**config.mk**
```make
export PLATFORM = sky130hd
export DESIGN_NAME = regfile_wb_sched
export DESIGN_NICKNAME = d
export VERILOG_FILES = /design/src/rtl/regfile_wb_sched_pkg.sv /design/src/rtl/regfile_wb_sched_rr_arbiter.sv /design/src/rtl/regfile_wb_sched.sv
export SDC_FILE = /design/constraint.sdc
export NUM_CORES = 1
export LEC_CHECK = 0
export ABC_AREA = 1
export BUFFER_PORTS_ARGS = -buffer_cell sky130_fd_sc_hd__buf_4
export CELL_PAD_IN_SITES_DETAIL_PLACEMENT = 0
export CELL_PAD_IN_SITES_GLOBAL_PLACEMENT = 1
export CORE_MARGIN = 4
export CORE_UTILIZATION = 35
export CTS_CLUSTER_SIZE = 16
export DETAILED_ROUTE_END_ITERATION = 10
export GPL_ROUTABILITY_DRIVEN = 0
export PLACE_DENSITY_LB_ADDON = 0.15
export RECOVER_POWER = 25
export SLEW_MARGIN = 20
export SYNTH_ARGS = -nofsm -noshare
export SYNTH_HDL_FRONTEND = slang
export SYNTH_HIERARCHICAL = 1
export SYNTH_SLANG_ARGS = --single-unit
```
**constraint.sdc**
```tcl
create_clock -name clk -period 2.9 [get_ports clk]
set_input_delay 0.145 -clock clk [delete_from_list [all_inputs] [get_ports clk]]
set_output_delay 0.145 -clock clk [all_outputs]
set_load 0.02 [all_outputs]
```
**src/rtl/regfile_wb_sched_pkg.sv**
```systemverilog
// Shared constants and types for the register-file writeback scheduler.
package regfile_sched_pkg;
  localparam int RA_W     = 5;
  localparam int XLEN     = 32;
  localparam int NUM_REGS = 32;

  typedef logic [RA_W-1:0] reg_addr_t;

  typedef struct packed {
    reg_addr_t       dest;
    logic [XLEN-1:0] data;
  } wb_req_t;
endpackage

```
**src/rtl/regfile_wb_sched_rr_arbiter.sv**
```systemverilog
// One-hot grant arbiter. Round-robin from ptr when WBSCHED_ROUND_ROBIN_EN is
// defined, otherwise fixed priority with the lowest index winning.
module rr_arbiter #(
  parameter int N = 3,
  localparam int IDX_W = (N > 1) ? $clog2(N) : 1
) (
  input  logic [N-1:0]     req,
`ifdef WBSCHED_ROUND_ROBIN_EN
  input  logic [IDX_W-1:0] ptr,
`endif
  output logic [N-1:0]     gnt,
  output logic [IDX_W-1:0] idx
);

  logic [IDX_W-1:0] sel;
  logic             found;
`ifdef WBSCHED_ROUND_ROBIN_EN
  logic [IDX_W:0]   sum;
`endif

  always_comb begin
    gnt   = '0;
    idx   = '0;
    found = 1'b0;
    sel   = '0;
`ifdef WBSCHED_ROUND_ROBIN_EN
    sum   = '0;
`endif
    for (int k = 0; k < N; k++) begin
`ifdef WBSCHED_ROUND_ROBIN_EN
      // Candidate k steps past ptr, wrapped modulo N.
      sum = {1'b0, ptr} + (IDX_W+1)'(k);
      if (sum >= (IDX_W+1)'(N)) sum = sum - (IDX_W+1)'(N);
      sel = sum[IDX_W-1:0];
`else
      sel = IDX_W'(k);
`endif
      if (!found && req[sel]) begin
        found    = 1'b1;
        gnt[sel] = 1'b1;
        idx      = sel;
      end
    end
  end

endmodule

```
**src/rtl/regfile_wb_sched.sv**
```systemverilog
// Writeback scheduler and RAW/WAW scoreboard in front of the register file.
// WBSCHED_ROUND_ROBIN_EN selects round-robin grant; undefined gives fixed priority.
module regfile_wb_sched #(
  parameter int NUM_REQ = 3,
  parameter int XLEN    = regfile_sched_pkg::XLEN,
  parameter int RA_W    = regfile_sched_pkg::RA_W
) (
  input  logic                    clk,
  input  logic                    rst,
  input  logic [NUM_REQ-1:0]      wb_valid,
  input  logic [NUM_REQ*RA_W-1:0] wb_dest,
  input  logic [NUM_REQ*XLEN-1:0] wb_data,
  output logic [NUM_REQ-1:0]      wb_ready,
  output logic                    rf_load,
  output logic [RA_W-1:0]         rf_dest,
  output logic [XLEN-1:0]         rf_in,
  input  logic                    iss_valid,
  input  logic [RA_W-1:0]         iss_rs1,
  input  logic [RA_W-1:0]         iss_rs2,
  input  logic [RA_W-1:0]         iss_dest,
  output logic                    iss_stall,
  output logic [regfile_sched_pkg::NUM_REGS-1:0] busy
);

  localparam int IDX_W = (NUM_REQ > 1) ? $clog2(NUM_REQ) : 1;
  localparam int NREGS = regfile_sched_pkg::NUM_REGS;

  logic [RA_W-1:0]  dest_arr [NUM_REQ];
  logic [XLEN-1:0]  data_arr [NUM_REQ];
  logic [IDX_W-1:0] gnt_idx;
  logic             any_valid;
  logic [RA_W-1:0]  dest_sel;
  logic [XLEN-1:0]  data_sel;

  logic             rf_load_d, rf_load_q;
  logic [RA_W-1:0]  rf_dest_d, rf_dest_q;
  logic [XLEN-1:0]  rf_in_d,   rf_in_q;
  logic [NREGS-1:0] busy_d,    busy_q;

  for (genvar i = 0; i < NUM_REQ; i++) begin : g_unpack
    assign dest_arr[i] = wb_dest[i*RA_W +: RA_W];
    assign data_arr[i] = wb_data[i*XLEN +: XLEN];
  end

  // Handshake: requester i transfers in any cycle where wb_valid[i] && wb_ready[i];
  // the write stage never back-pressures, so some valid requester is always granted.
`ifdef WBSCHED_ROUND_ROBIN_EN
  logic [IDX_W-1:0] ptr_d, ptr_q;

  rr_arbiter #(.N(NUM_REQ)) u_arb (
    .req (wb_valid),
    .ptr (ptr_q),
    .gnt (wb_ready),
    .idx (gnt_idx)
  );

  always_comb begin
    ptr_d = ptr_q;
    if (any_valid) ptr_d = (gnt_idx == IDX_W'(NUM_REQ-1)) ? '0 : gnt_idx + 1'b1;
  end
`else
  rr_arbiter #(.N(NUM_REQ)) u_arb (
    .req (wb_valid),
    .gnt (wb_ready),
    .idx (gnt_idx)
  );
`endif

  assign any_valid = |wb_valid;
  assign dest_sel  = dest_arr[gnt_idx];
  assign data_sel  = data_arr[gnt_idx];
  assign iss_stall = iss_valid && (busy_q[iss_rs1] || busy_q[iss_rs2] || busy_q[iss_dest]);

  always_comb begin
    rf_load_d = 1'b0;
    rf_dest_d = rf_dest_q;
    rf_in_d   = rf_in_q;
    if (any_valid) begin
      rf_load_d = (dest_sel != '0);
      rf_dest_d = dest_sel;
      rf_in_d   = data_sel;
    end
    // Clear first so a same-cycle reservation of the written register wins.
    busy_d = busy_q;
    if (rf_load_q) busy_d[rf_dest_q] = 1'b0;
    if (iss_valid && !iss_stall && iss_dest != '0) busy_d[iss_dest] = 1'b1;
    busy_d[0] = 1'b0;
  end

  always_ff @(posedge clk or negedge rst) begin
    if (!rst) begin
      rf_load_q <= 1'b0;
      rf_dest_q <= '0;
      rf_in_q   <= '0;
      busy_q    <= '0;
`ifdef WBSCHED_ROUND_ROBIN_EN
      ptr_q     <= '0;
`endif
    end else begin
      rf_load_q <= rf_load_d;
      rf_dest_q <= rf_dest_d;
      rf_in_q   <= rf_in_d;
      busy_q    <= busy_d;
`ifdef WBSCHED_ROUND_ROBIN_EN
      ptr_q     <= ptr_d;
`endif
    end
  end

  assign rf_load = rf_load_q;
  assign rf_dest = rf_dest_q;
  assign rf_in   = rf_in_q;
  assign busy    = busy_q;

endmodule

```
Word level (Yosys, flattened, before mapping)
Cells that the tools add are included.

operators by class
  $lt $le $gt $ge = 7
  multiplexer cells = 25
  bitwise logic cells = 4
  reduce and logical (&&, ||, !) cells = 15

operators with widths
  cell                  count
  $mux W32              4
  $bmux W32 S2          1
  $and A32 B32 Y32      1
  $not A32 Y32          1
  $or A32 B32 Y32       1
  $lt A5 B6 Y1 const B  4
  $bmux W1 S5           3
  $mux W1               11
  $bmux W5 S2           1
  $demux W1 S5          2
  $ge A5 B1 Y1 const B  2
  $mux W5               2
  $reduce_bool A5 Y1    2
  $logic_and A1 B1 Y1   7
  $ge A3 B3 Y1 const B  1
  $logic_not A1 Y1      3
  $not A2 Y3            1
  $reduce_or A3 Y1      1
  $logic_or A1 B1 Y1    2
  $mux W2               1

word-level totals
  register bits = 69
  output and inout bits = 74

Longest topological paths before layout
Gate-level depths: netlist of the first run.

  depth after elaboration = 13
  gate-level depth with buffers = 14
  mapped depth without buffers = 12

Cells and area by module
Netlist of the first run, hierarchy kept.

by module, submodules not included
  module            instances  cells an instance  area an instance (µm²)
  regfile_wb_sched  1          728                4762.1
  rr_arbiter        1          7                  42.5

Least setup slack after synthesis of the first run
No wires, ideal clock.

  path kind = input -> register
  start point = input port wb_valid[1]
  end point = register rf_in_q[10], in the netlist rf_in[10]
  arrival time = 1.636 ns
  required time = 2.818 ns
  setup slack = 1.182 ns
  stages = 10
  cells stage by stage = inv_2 > nand2_2 > nor2_2 > buf_4 > clkbuf_1 > inv_1 > nor2_1 > buf_2 > nand2_1 > a31oi_1

between the ends
  word-level cells in the longest chain between the ends = 9
  elaborated cells between the ends (all ways) = 11
  those cells by class = mux (6); bitwise (1); reduce/logical (4)

RTL lines
  what                                          RTL line                           RTL
  start: declaration                            regfile_wb_sched.sv:10             input logic [NUM_REQ-1:0] wb_valid,
  $logic_and A1 B1 Y1                           regfile_wb_sched_rr_arbiter.sv:38  if (!found && req[sel]) begin
  $mux W1                                       regfile_wb_sched_rr_arbiter.sv:38
  $logic_not A1 Y1                              regfile_wb_sched_rr_arbiter.sv:38
  $logic_and A1 B1 Y1                           regfile_wb_sched_rr_arbiter.sv:38
  $mux W2                                       regfile_wb_sched_rr_arbiter.sv:38
  via gnt_idx[1]                                regfile_wb_sched.sv:30             logic [IDX_W-1:0] gnt_idx;
  $not A2 Y3 (implied by the code)              regfile_wb_sched.sv:71             assign data_sel = data_arr[gnt_idx];
  $bmux W32 S2                                  regfile_wb_sched.sv:71
  $mux W32 (implied by the code) (2 in series)  regfile_wb_sched.sv:71
  end signal: assignment                        regfile_wb_sched.sv:102            rf_in_q <= rf_in_d;
  end: declaration                              regfile_wb_sched.sv:37             logic [XLEN-1:0] rf_in_d, rf_in_q;

The timed path passes the listed nets, and every way through them passes these cells. The select of a mux whose other input is x is not followed.
A chain may end at the register's enable or synchronous reset.

Final worst setup path of the first run
  start point = register busy_q[17], in the netlist busy[17]
  end point = output port iss_stall

between the ends
  word-level cells in the longest chain between the ends = 5
  elaborated cells between the ends (all ways) = 9
  those cells by class = mux (6); reduce/logical (3)

RTL lines
  what                           RTL line                 RTL
  start: declaration             regfile_wb_sched.sv:38   logic [NREGS-1:0] busy_d, busy_q;
  start signal: assignment       regfile_wb_sched.sv:103  busy_q <= busy_d;
  $bmux W1 S5                    regfile_wb_sched.sv:72   assign iss_stall = iss_valid && (busy_q[iss_rs1] || busy_q[iss_rs2] || busy_q[iss_dest]);
  $mux W1 (implied by the code)  regfile_wb_sched.sv:72
  $logic_or A1 B1 Y1             regfile_wb_sched.sv:72
  $logic_or A1 B1 Y1 *           regfile_wb_sched.sv:72
  $logic_and A1 B1 Y1 *          regfile_wb_sched.sv:72
  end: declaration               regfile_wb_sched.sv:21   output logic iss_stall,

Mark *: on every way between the ends. The rest lies on a longest branch, timed or not. The select of a mux whose other input is x is not followed.

==> results of run 1 <==
-- metal layers --
layer | up-vias | track usage, %
met4 | 0 | 11.03
met3 | 43 | 7.292
met5 | - | 0
met2 | 229 | 39.92
met1 | 2594 | 28.07
li1 | 2788 | -
-- power groups by stage --
stage               combinational, mW  sequential, mW  clock (mW)
finish                           1.93            1.54        1.19
global route                     2.11            1.58        1.26
CTS                              2.08            1.54        1.21
detailed placement               2.07            1.56           0
global placement                 2.06            1.55           0
floorplan                       0.858            1.79           0
-- sequential cells by signal (all words and copies together), names as in the netlist --
name / cells
rf_dest: 5
busy: 31
rf_load: 1
rf_in: 32
-- worst max-delay path: stages, from the launching register on --
cell	delay [ps]
dfrtp_1	430
inv_1	120
nand2_1	50
nand3_1	90
nand3_1	110
nand3_1	90
nand2_1	50
nand2_1	50
nand2_1	60
nor2_2	480
a21boi_0	230
buf_4	210
-- path summary, 6_finish.rpt --
check / from / to / cells after the start
max: busy[17]$_DFF_PN0_ / iss_stall / 11
min: wb_data[87] / rf_in[23]$_DFFE_PN0P_ / 3
max reg2reg: busy[17]$_DFF_PN0_ / busy[12]$_DFF_PN0_ / 12
min reg2reg: busy[31]$_DFF_PN0_ / busy[31]$_DFF_PN0_ / 2
max in group asynchronous: rst / rf_in[18]$_DFFE_PN0P_ / 2
min in group asynchronous: rst / busy[2]$_DFF_PN0_ / 2
-- stage by stage --
stage | power (mW) | instances
floorplan | 2.649 | 735
detailed placement | 3.627 | 1079
CTS | 4.836 | 1096
global route | 4.948 | 1096
global placement | 3.603 | 1079
finish | 4.658 | 1096
-- cell families (layout without fill, tap and decap cells) --
family / Yosys count / in the layout / synth area share [%]
compound gates: 129 / 129 / 15.05
buf+inv: 114 / 299 / 11.69
other cells: 1 / 1 / 0.07805
flops: 69 / 69 / 35.94
simple gates: 422 / 422 / 37.24
-- cell usage after synthesis (all sizes together) --
cell,n
nand2,166
o22ai,3
a2bb2oi,1
a31oi,32
clkbuf,18
nor4,1
nor3,8
o21bai,1
conb,1
a22oi,4
buf,27
a21boi,1
nand4,31
dfrtp,69
inv,66
clkinv,3
nor2,148
o21ai,79
a21oi,6
o211ai,2
nand3,68
-- final cells by class --
| class | instances | area, um2 | area share [%] |
|---|---|---|---|
| Inverter | 69 | 261.5 | 4.041 |
| Multi-Input combinational cell | 552 | 2521 | 38.96 |
| Clock buffer | 9 | 225.2 | 3.480 |
| Sequential cell | 69 | 1727 | 26.68 |
| Tap cell | 176 | 220.2 | 3.403 |
| Clock inverter | 7 | 90.09 | 1.392 |
| Timing Repair Buffer | 214 | 1426 | 22.04 |
-- what timing repair did --
item	in CTS	in global routing
hold endpoints to repair	69	0
gates resized for setup	0	0
hold buffers	1	0
endpoints found under the setup margin	0	0
==> results.sh, run 1 <==
export IMPL_cts_tree="yes"
export IMPL_die_y_um=125.2
export IMPL_cp_start_kind="flip-flop"
export IMPL_overflow=0
export IMPL_relSlewSlack_pct=36.24
export IMPL_internal_power_mw=2.643
export IMPL_netlist_instances=735
export IMPL_grt_max_degree=74
export IMPL_final_max_slew_violation_count=0
export IMPL_rsz0062_at_grt="false"
export IMPL_grt_pass1_wl_um=29900
export IMPL_syn_area_per_cell_um2=6.537
export IMPL_root_buffer="clkbuf_16"
export IMPL_antenna_cells=0
export IMPL_place_ws_ps=794.5
export IMPL_ys_seq_elements=69
export IMPL_final_min_clock_period_ps=2477
export IMPL_finish_instance_area_mm2=0.006471
export IMPL_synth_top_area_share_pct=35.94
export IMPL_grt_antenna_before_repair=0
export IMPL_die_area_mm2=0.01567
export IMPL_ant_nets=0
export IMPL_cp_end_kind="output port"
export IMPL_mostFrequentLayoutCell="nand2_1"
export IMPL_status="complete, no violations"
export IMPL_io_buffers=204
export IMPL_final_cell_mix="162 x nand2_1, 160 x buf_4, 140 x nor2_1"
export IMPL_wl_met1_um=7566
export IMPL_hold_slack_ps=67.60
export IMPL_maxCapViolations=0
export IMPL_fin_skew_ps=4.239
export IMPL_area_delta_synth_final_pct=34.69
export IMPL_core_area_mm2=0.01335
export IMPL_p_leak_nw=3.149
export IMPL_cellPowerDensity_mw_per_mm2=719.7
export IMPL_swShare_pct=43.25
export IMPL_clockBufferDepth=2
export IMPL_crit_arrival_ps=2330
export IMPL_period_share_pct=85.40
export IMPL_cts_setup_buffers=0
export IMPL_ios=206
export IMPL_setup_tns_ps=0
export IMPL_gr_usage_all_layers_pct=23.85
export IMPL_critical_path_max_fanout=13
export IMPL_final_util_pct=48.48
export IMPL_rows=42
export IMPL_required_ps=2760
export IMPL_initial_utilization_pct=36.00
export IMPL_drtIter0Drc=341
export IMPL_pwr_share_seq_pct=33.1
export IMPL_mappedNetlistArea_mm2=0.004805
export IMPL_pwr_share_comb_pct=41.5
export IMPL_clkPwrFrac_pct=25.5
export IMPL_net_switching_power_mw=2.015
export IMPL_hold_class="input port to flip-flop"
export IMPL_top_layer="met4"
export IMPL_clock_sink_count=69
export IMPL_drtPass1Iterations=5
export IMPL_yosys_area_top_type="dfrtp_1"
export IMPL_peakVddDrop_mv=0.3029
export IMPL_htreeDepth=3
export IMPL_rrSetupSlack_ps=840
export IMPL_wl_um=18820
export IMPL_cts_buffers=9
export IMPL_worstMarginPinSlew_ps=955.3
export IMPL_die_x_um=125.2
export IMPL_avgViaCountPerCell=5.159
export IMPL_fmax_mhz=403.8
export IMPL_route_met2_wl_um=8926
export IMPL_setup_viol=0
export IMPL_synth_cell_types=33
export IMPL_grt_pass1_vias=5716
export IMPL_layout_nets=1047
export IMPL_clk_latency_ps=340
export IMPL_drc=0
export IMPL_yosysSeqAreaShare_pct=35.94
export IMPL_wire_per_inst_um=17.17
export IMPL_syn_nets=867
export IMPL_vias=5654
export IMPL_cts_clk_slew_worst_paths_ps=60
export IMPL_place_area_mm2=0.006340
export IMPL_wl_met3_um=1633
export IMPL_synth_top_cells_by_area="dfrtp_1 36%, nand2_1 13%, nor2_1 11%"
export IMPL_worstSetupPathType="flip-flop to output port"
export IMPL_setup_ws_ps=423.4
export IMPL_hold_violations=0
export IMPL_drive_gt1_share_pct=21.74
export IMPL_nFillCells=1404
export IMPL_synth_warnings=6
export IMPL_dpl_hpwl_um=14200
Power figures use the tool's default switching activity.
==> run 2: changes to the inputs <==
--- a/config.mk
+++ b/config.mk
@@ -9,6 +9,7 @@
 export BUFFER_PORTS_ARGS = -buffer_cell sky130_fd_sc_hd__buf_4
 export CELL_PAD_IN_SITES_DETAIL_PLACEMENT = 0
 export CELL_PAD_IN_SITES_GLOBAL_PLACEMENT = 1
+export CORE_ASPECT_RATIO = 2
 export CORE_MARGIN = 4
 export CORE_UTILIZATION = 35
 export CTS_CLUSTER_SIZE = 16
==> results.sh, run 2 (same netlist as run 1, synthesis figures left out) <==
export IMPL_status="complete, no violations"
export IMPL_required_ps=2760
export IMPL_final_util_pct=47.41
export IMPL_clock_sink_count=69
export IMPL_drc=0
export IMPL_area_delta_synth_final_pct=32.60
export IMPL_final_min_clock_period_ps=2464
export IMPL_wl_um=19430
export IMPL_htreeDepth=3
export IMPL_peakVddDrop_mv=0.3281
export IMPL_net_switching_power_mw=2.029
export IMPL_cpMostUsedCell="nand2_1"
export IMPL_die_x_um=90.85
export IMPL_drtPass1Iterations=5
export IMPL_instances_no_fill=1072
export IMPL_crit_arrival_ps=2320
export IMPL_grt_pass1_wl_um=30480
export IMPL_ios=206
export IMPL_antenna_cells=0
export IMPL_cts_setup_buffers=0
export IMPL_ant_nets=0
export IMPL_clk_latency_ps=340
export IMPL_drive_gt1_share_pct=21.37
export IMPL_wire_per_inst_um=18.12
export IMPL_pwr_share_comb_pct=43.0
export IMPL_layout_nets=1044
export IMPL_largest_register_ffs=32
export IMPL_rsz0062_at_grt="false"
export IMPL_period_share_pct=84.97
export IMPL_mostFrequentLayoutCell="nand2_1"
export IMPL_relSlewSlack_pct=38.71
export IMPL_cts_tree="yes"
export IMPL_core_area_mm2=0.01344
export IMPL_hold_start="wb_data[90]"
export IMPL_worstMarginPinSlew_ps=918.3
export IMPL_clockBufferDepth=2
export IMPL_crit_slowest_cell="nor2_2"
export IMPL_path_buf_inv=2
export IMPL_die_area_mm2=0.01578
export IMPL_vias=5697
export IMPL_gr_usage_all_layers_pct=24.48
export IMPL_cp_start_kind="flip-flop"
export IMPL_reg2reg_from="busy[15]$_DFF_PN0_"
export IMPL_avgViaCountPerCell=5.314
export IMPL_crit_chain="inv_1 -> nand2_1 -> nand3_1 -> nand3_1 -> nand3_1 -> nand2_1 -> nand2_1 -> nand2_1 -> nor2_2 -> a21boi_0 -> buf_4"
export IMPL_setup_viol=0
export IMPL_die_y_um=173.7
export IMPL_pwr_share_seq_pct=34.0
export IMPL_dp_cells=1055
export IMPL_cts_clk_slew_worst_paths_ps=60
export IMPL_crit_family="simple AND/OR/NAND/NOR gates"
export IMPL_cp_end_kind="output port"
export IMPL_hold_class="input port to flip-flop"
export IMPL_critical_path_max_fanout=14
export IMPL_final_cell_mix="162 x nand2_1, 158 x buf_4, 140 x nor2_1"
export IMPL_grt_max_degree=74
export IMPL_grt_antenna_before_repair=0
export IMPL_cp_startpoint="busy[15]$_DFF_PN0_"
export IMPL_cts_buffers=9
export IMPL_grt_pass1_vias=5818
export IMPL_overflow=0
export IMPL_post_cts_resized=0
export IMPL_fmax_mhz=405.8
export IMPL_swShare_pct=45.16
export IMPL_setup_tns_ps=0
export IMPL_maxCapViolations=0
export IMPL_hold_violations=0
export IMPL_root_buffer="clkbuf_16"
export IMPL_rows=60
export IMPL_p_leak_nw=3.101
export IMPL_fin_skew_ps=7.589
export IMPL_clkPwrFrac_pct=23.0
export IMPL_io_buffers=204
export IMPL_critical_path_max_stage_delay_ps=450
export IMPL_initial_utilization_pct=35.75
export IMPL_worstSetupPathType="flip-flop to output port"
export IMPL_final_max_slew_violation_count=0
export IMPL_dpl_hpwl_um=15580
export IMPL_cellPowerDensity_mw_per_mm2=705.2
export IMPL_internal_power_mw=2.464
export IMPL_drtIter0Drc=365
## run 2: cell types whose count changed in the layout (fill, tap and decap cells not counted)
cell        delta
clkinv_2       -3
buf_12         -1
clkinvlp_4     +2
inv_6          +2
clkbuf_1       +1
bufinv_16      -2
buf_4          -2
## run 2: layout make-up
| cell class | instances | area (um2) |
|---|---|---|
| clock buffers | 10 | 229.0 |
| repair buffers | 211 | 1391 |
| fillers | 1479 | 7067 |
| clock inverters | 6 | 47.55 |
| well taps | 155 | 193.9 |
| multi-input cells | 552 | 2521 |
| inverters | 69 | 261.5 |
| flip-flops and latches | 69 | 1727 |
## run 2: power groups by stage
stage                     Combinational (mW)  Sequential (mW)  Clock [mW]
after floorplan                        0.858             1.79           0
after global placement                  2.07             1.54           0
final                                   1.93             1.53        1.03
after CTS                               2.08             1.53        1.05
after detailed placement                2.08             1.55           0
after global routing                    2.12             1.57        1.09
## run 2: worst register-to-register path: cells and delay by family (launching register included)
family	cells	cell delay (ps)
DFF	1	400
buffers and inverters	2	470
and+or+nand+nor	10	1260
## run 2: worst paths after layout
path / endpoint / slack (ps) / cells after the start
worst max register to register: busy[11]$_DFF_PN0_ / 710 / 12
max in group asynchronous: rf_in[6]$_DFFE_PN0P_ / 1810 / 2
min in group asynchronous: rf_in[24]$_DFFE_PN0P_ / 480 / 2
worst max-delay path: iss_stall / 440 / 11
worst min register to register: busy[4]$_DFF_PN0_ / 550 / 2
worst min-delay path: rf_in[26]$_DFFE_PN0P_ / 80 / 3
## run 2: layer usage
| metal | vias to the layer above | track usage [%] | share of wire [%] |
|---|---|---|---|
| li1 | 2778 | - | - |
| met1 | 2624 | 23.72 | 33 |
| met2 | 245 | 47.66 | 56 |
| met3 | 50 | 5.430 | 6.4 |
| met4 | 0 | 11.52 | 4.6 |
| met5 | - | 0 | 0 |
## run 2: stage by stage
step                      hold slack [ps]  setup slack (ps)  power [mW]  instance area, um2
after floorplan                    -150.6              1182       2.649                4805
after global placement              318.5             761.2       3.606                6279
after detailed placement            329.4             708.6       3.628                6279
after CTS                           66.85             476.3       4.668                6565
after global routing                81.51             281.6       4.784                6371
final                               76.09             436.0       4.493                6371
## run 2: timing repair
item                                   CTS  global route
setup endpoints to repair                0             0
hold buffers                             1             0
endpoints found under the hold margin   69             0
==> run 3: changes to the inputs <==
--- a/config.mk
+++ b/config.mk
@@ -11,7 +11,7 @@
 export CELL_PAD_IN_SITES_GLOBAL_PLACEMENT = 1
 export CORE_ASPECT_RATIO = 2
 export CORE_MARGIN = 4
-export CORE_UTILIZATION = 35
+export CORE_UTILIZATION = 29
 export CTS_CLUSTER_SIZE = 16
 export DETAILED_ROUTE_END_ITERATION = 10
 export GPL_ROUTABILITY_DRIVEN = 0
==> constraint.sdc (replaced) <==
create_clock -name clk -period 2 [get_ports clk]
set_input_delay 0.1 -clock clk [delete_from_list [all_inputs] [get_ports clk]]
set_output_delay 0.1 -clock clk [all_outputs]
set_load 0.02 [all_outputs]
==> results.sh, run 3 (same netlist as run 1, synthesis figures left out) <==
export IMPL_drc=0
export IMPL_clockBufferDepth=2
export IMPL_crit_slowest_cell="dfrtp_1"
export IMPL_cp_start_kind="flip-flop"
export IMPL_avgViaCountPerCell=5.090
export IMPL_status="complete, no violations"
export IMPL_crit_arrival_ps=1770
export IMPL_area_delta_synth_final_pct=44.69
export IMPL_largest_register_ffs=32
export IMPL_fin_skew_ps=4.682
export IMPL_cts_tree="yes"
export IMPL_reg2reg_from="busy[3]$_DFF_PN0_"
export IMPL_maxCapViolations=0
export IMPL_layout_nets=1073
export IMPL_path_buf_inv=2
export IMPL_setup_tns_ps=0
export IMPL_finish_instance_area_mm2=0.006952
export IMPL_cellPowerDensity_mw_per_mm2=1039
export IMPL_ant_nets=0
export IMPL_ff2ff_path_depth=13
export IMPL_critical_path_max_fanout=3
export IMPL_r2r_end="busy[13]$_DFF_PN0_"
export IMPL_final_max_slew_violation_count=0
export IMPL_rows=66
export IMPL_setup_viol=0
export IMPL_io_buffers=204
export IMPL_p_leak_nw=3.468
export IMPL_nFillCells=1768
export IMPL_setup_ws_ps=125.3
export IMPL_min_path_cells=3
export IMPL_multi_input_area_mm2=0.002544
export IMPL_final_min_clock_period_ps=1875
export IMPL_grt_antenna_before_repair=0
export IMPL_place_area_mm2=0.006492
export IMPL_rsz0062_at_grt="false"
export IMPL_ios=206
export IMPL_critical_path_max_stage_delay_ps=410
export IMPL_mostFrequentLayoutCell="buf_4"
export IMPL_initial_utilization_pct=29.53
export IMPL_drtPass1Iterations=5
export IMPL_grt_pass1_vias=5954
export IMPL_wire_per_inst_um=17.86
export IMPL_antenna_cells=0
export IMPL_hold_class="input port to flip-flop"
export IMPL_clock_sink_count=69
export IMPL_drtIter0Drc=301
export IMPL_hold_violations=0
export IMPL_peakVddDrop_mv=0.4107
export IMPL_overflow=0
export IMPL_gr_usage_all_layers_pct=21.47
export IMPL_grt_max_degree=47
export IMPL_crit_family="simple AND/OR/NAND/NOR gates"
export IMPL_period_share_pct=93.73
export IMPL_drive_gt1_share_pct=31.50
export IMPL_dp_cells=1116
export IMPL_root_buffer="clkbuf_16"
export IMPL_die_area_mm2=0.01882
export IMPL_hold_end="rf_in[15]$_DFFE_PN0P_"
export IMPL_worstSetupPathType="flip-flop to output port"
export IMPL_htreeDepth=3
export IMPL_instances_no_fill=1150
export IMPL_rrSetupSlack_ps=230
export IMPL_fmax_mhz=533.4
export IMPL_core_area_mm2=0.01627
export IMPL_final_cell_mix="233 x buf_4, 161 x nand2_1, 140 x nor2_1"
export IMPL_die_x_um=99.02
export IMPL_seqCellArea_mm2=0.001735
export IMPL_clk_latency_ps=340
export IMPL_grt_pass1_wl_um=31550
export IMPL_dpl_hpwl_um=16400
export IMPL_die_y_um=190.0
export IMPL_required_ps=1900
export IMPL_wl_um=20540
export IMPL_vias=5854
export IMPL_cts_clk_slew_worst_paths_ps=60
export IMPL_crit_chain="inv_2 -> nand2_1 -> nand3_1 -> nand3_1 -> nand3_1 -> nand2_1 -> nand2_1 -> nand2_1 -> nor2_4 -> a21boi_1 -> buf_4"
export IMPL_cp_end_kind="output port"
export IMPL_hold_start="wb_data[79]"
export IMPL_place_ws_ps=246.2
export IMPL_cpMostUsedCell="nand2_1"
export IMPL_cts_buffers=9
==> run 3: cell count changes in the layout (fill, tap and decap cells not counted), sizes merged <==
cell	before	now
bufinv	0	1
inv	67	66
clkbuf	62	13
clkinv	4	5
clkinvlp	4	1
buf	158	238
==> run 3: power by group <==
group          internal (mW)  total (mW)  switching (mW)  leakage [nW]
registers               1.81        2.27           0.466         0.815
logic                   1.40        3.35            1.95          2.51
clock network          0.996        1.60           0.605         0.143
==> run 3: area by class of cell <==
| class | instances | area share, % |
|---|---|---|
| multi-input combinational | 552 | 36.59 |
| clock buffer | 12 | 3.546 |
| clock inverter | 4 | 0.6839 |
| inverter | 69 | 3.744 |
| tap | 204 | 3.672 |
| timing repair buffer | 240 | 26.80 |
| sequential | 69 | 24.96 |
==> run 3: tightest hold or removal path, cell delays in order <==
cell and delay (ps):
buf_4 110, nand2_1 50, a31oi_1 70
==> run 3: metal layers <==
metal,vias up,share of wire [%],global-route usage [%]
li1,2826,-,-
met1,2708,33,20.54
met2,256,54,40.18
met3,64,7.2,5.321
met4,0,5.8,12.89
met5,-,0,0
==> run 3: timing repair <==
item / in CTS / in global routing
gates resized for setup: 5 / 20
gates cloned: 0 / 0
hold buffers: 1 / 0
setup endpoints to repair: 1 / 1
pin swaps: 0 / 2
buffers inserted: 0 / 17
hold endpoints to repair: 26 / 0
==> run 3: how the worst max path moves through the flow <==
stage | start | end | slack [ps] | depth (start not counted)
after floorplan | wb_valid[1] | rf_in[1]$_DFFE_PN0P_ | 330 | 10
after global placement | busy[3]$_DFF_PN0_ | busy[3]$_DFF_PN0_ | 260 | 12
after detailed placement | busy[3]$_DFF_PN0_ | busy[18]$_DFF_PN0_ | 250 | 12
after CTS | busy[15]$_DFF_PN0_ | iss_stall | 0.2 | 11
after global routing | busy[12]$_DFF_PN0_ | iss_stall | 5 | 11
final | busy[3]$_DFF_PN0_ | iss_stall | 130 | 11
==> run 3: stage by stage <==
step / hold WS [ps] / power (mW) / utilization, %
after global routing: 21.61 / 7.672 / 42.73
final: 27.28 / 7.225 / 42.73
after floorplan: -195.6 / 3.842 / -
after detailed placement: 44.65 / 5.372 / 39.91
after global placement: 40.88 / 5.343 / 39.91
after CTS: 11.07 / 7.024 / 41.83
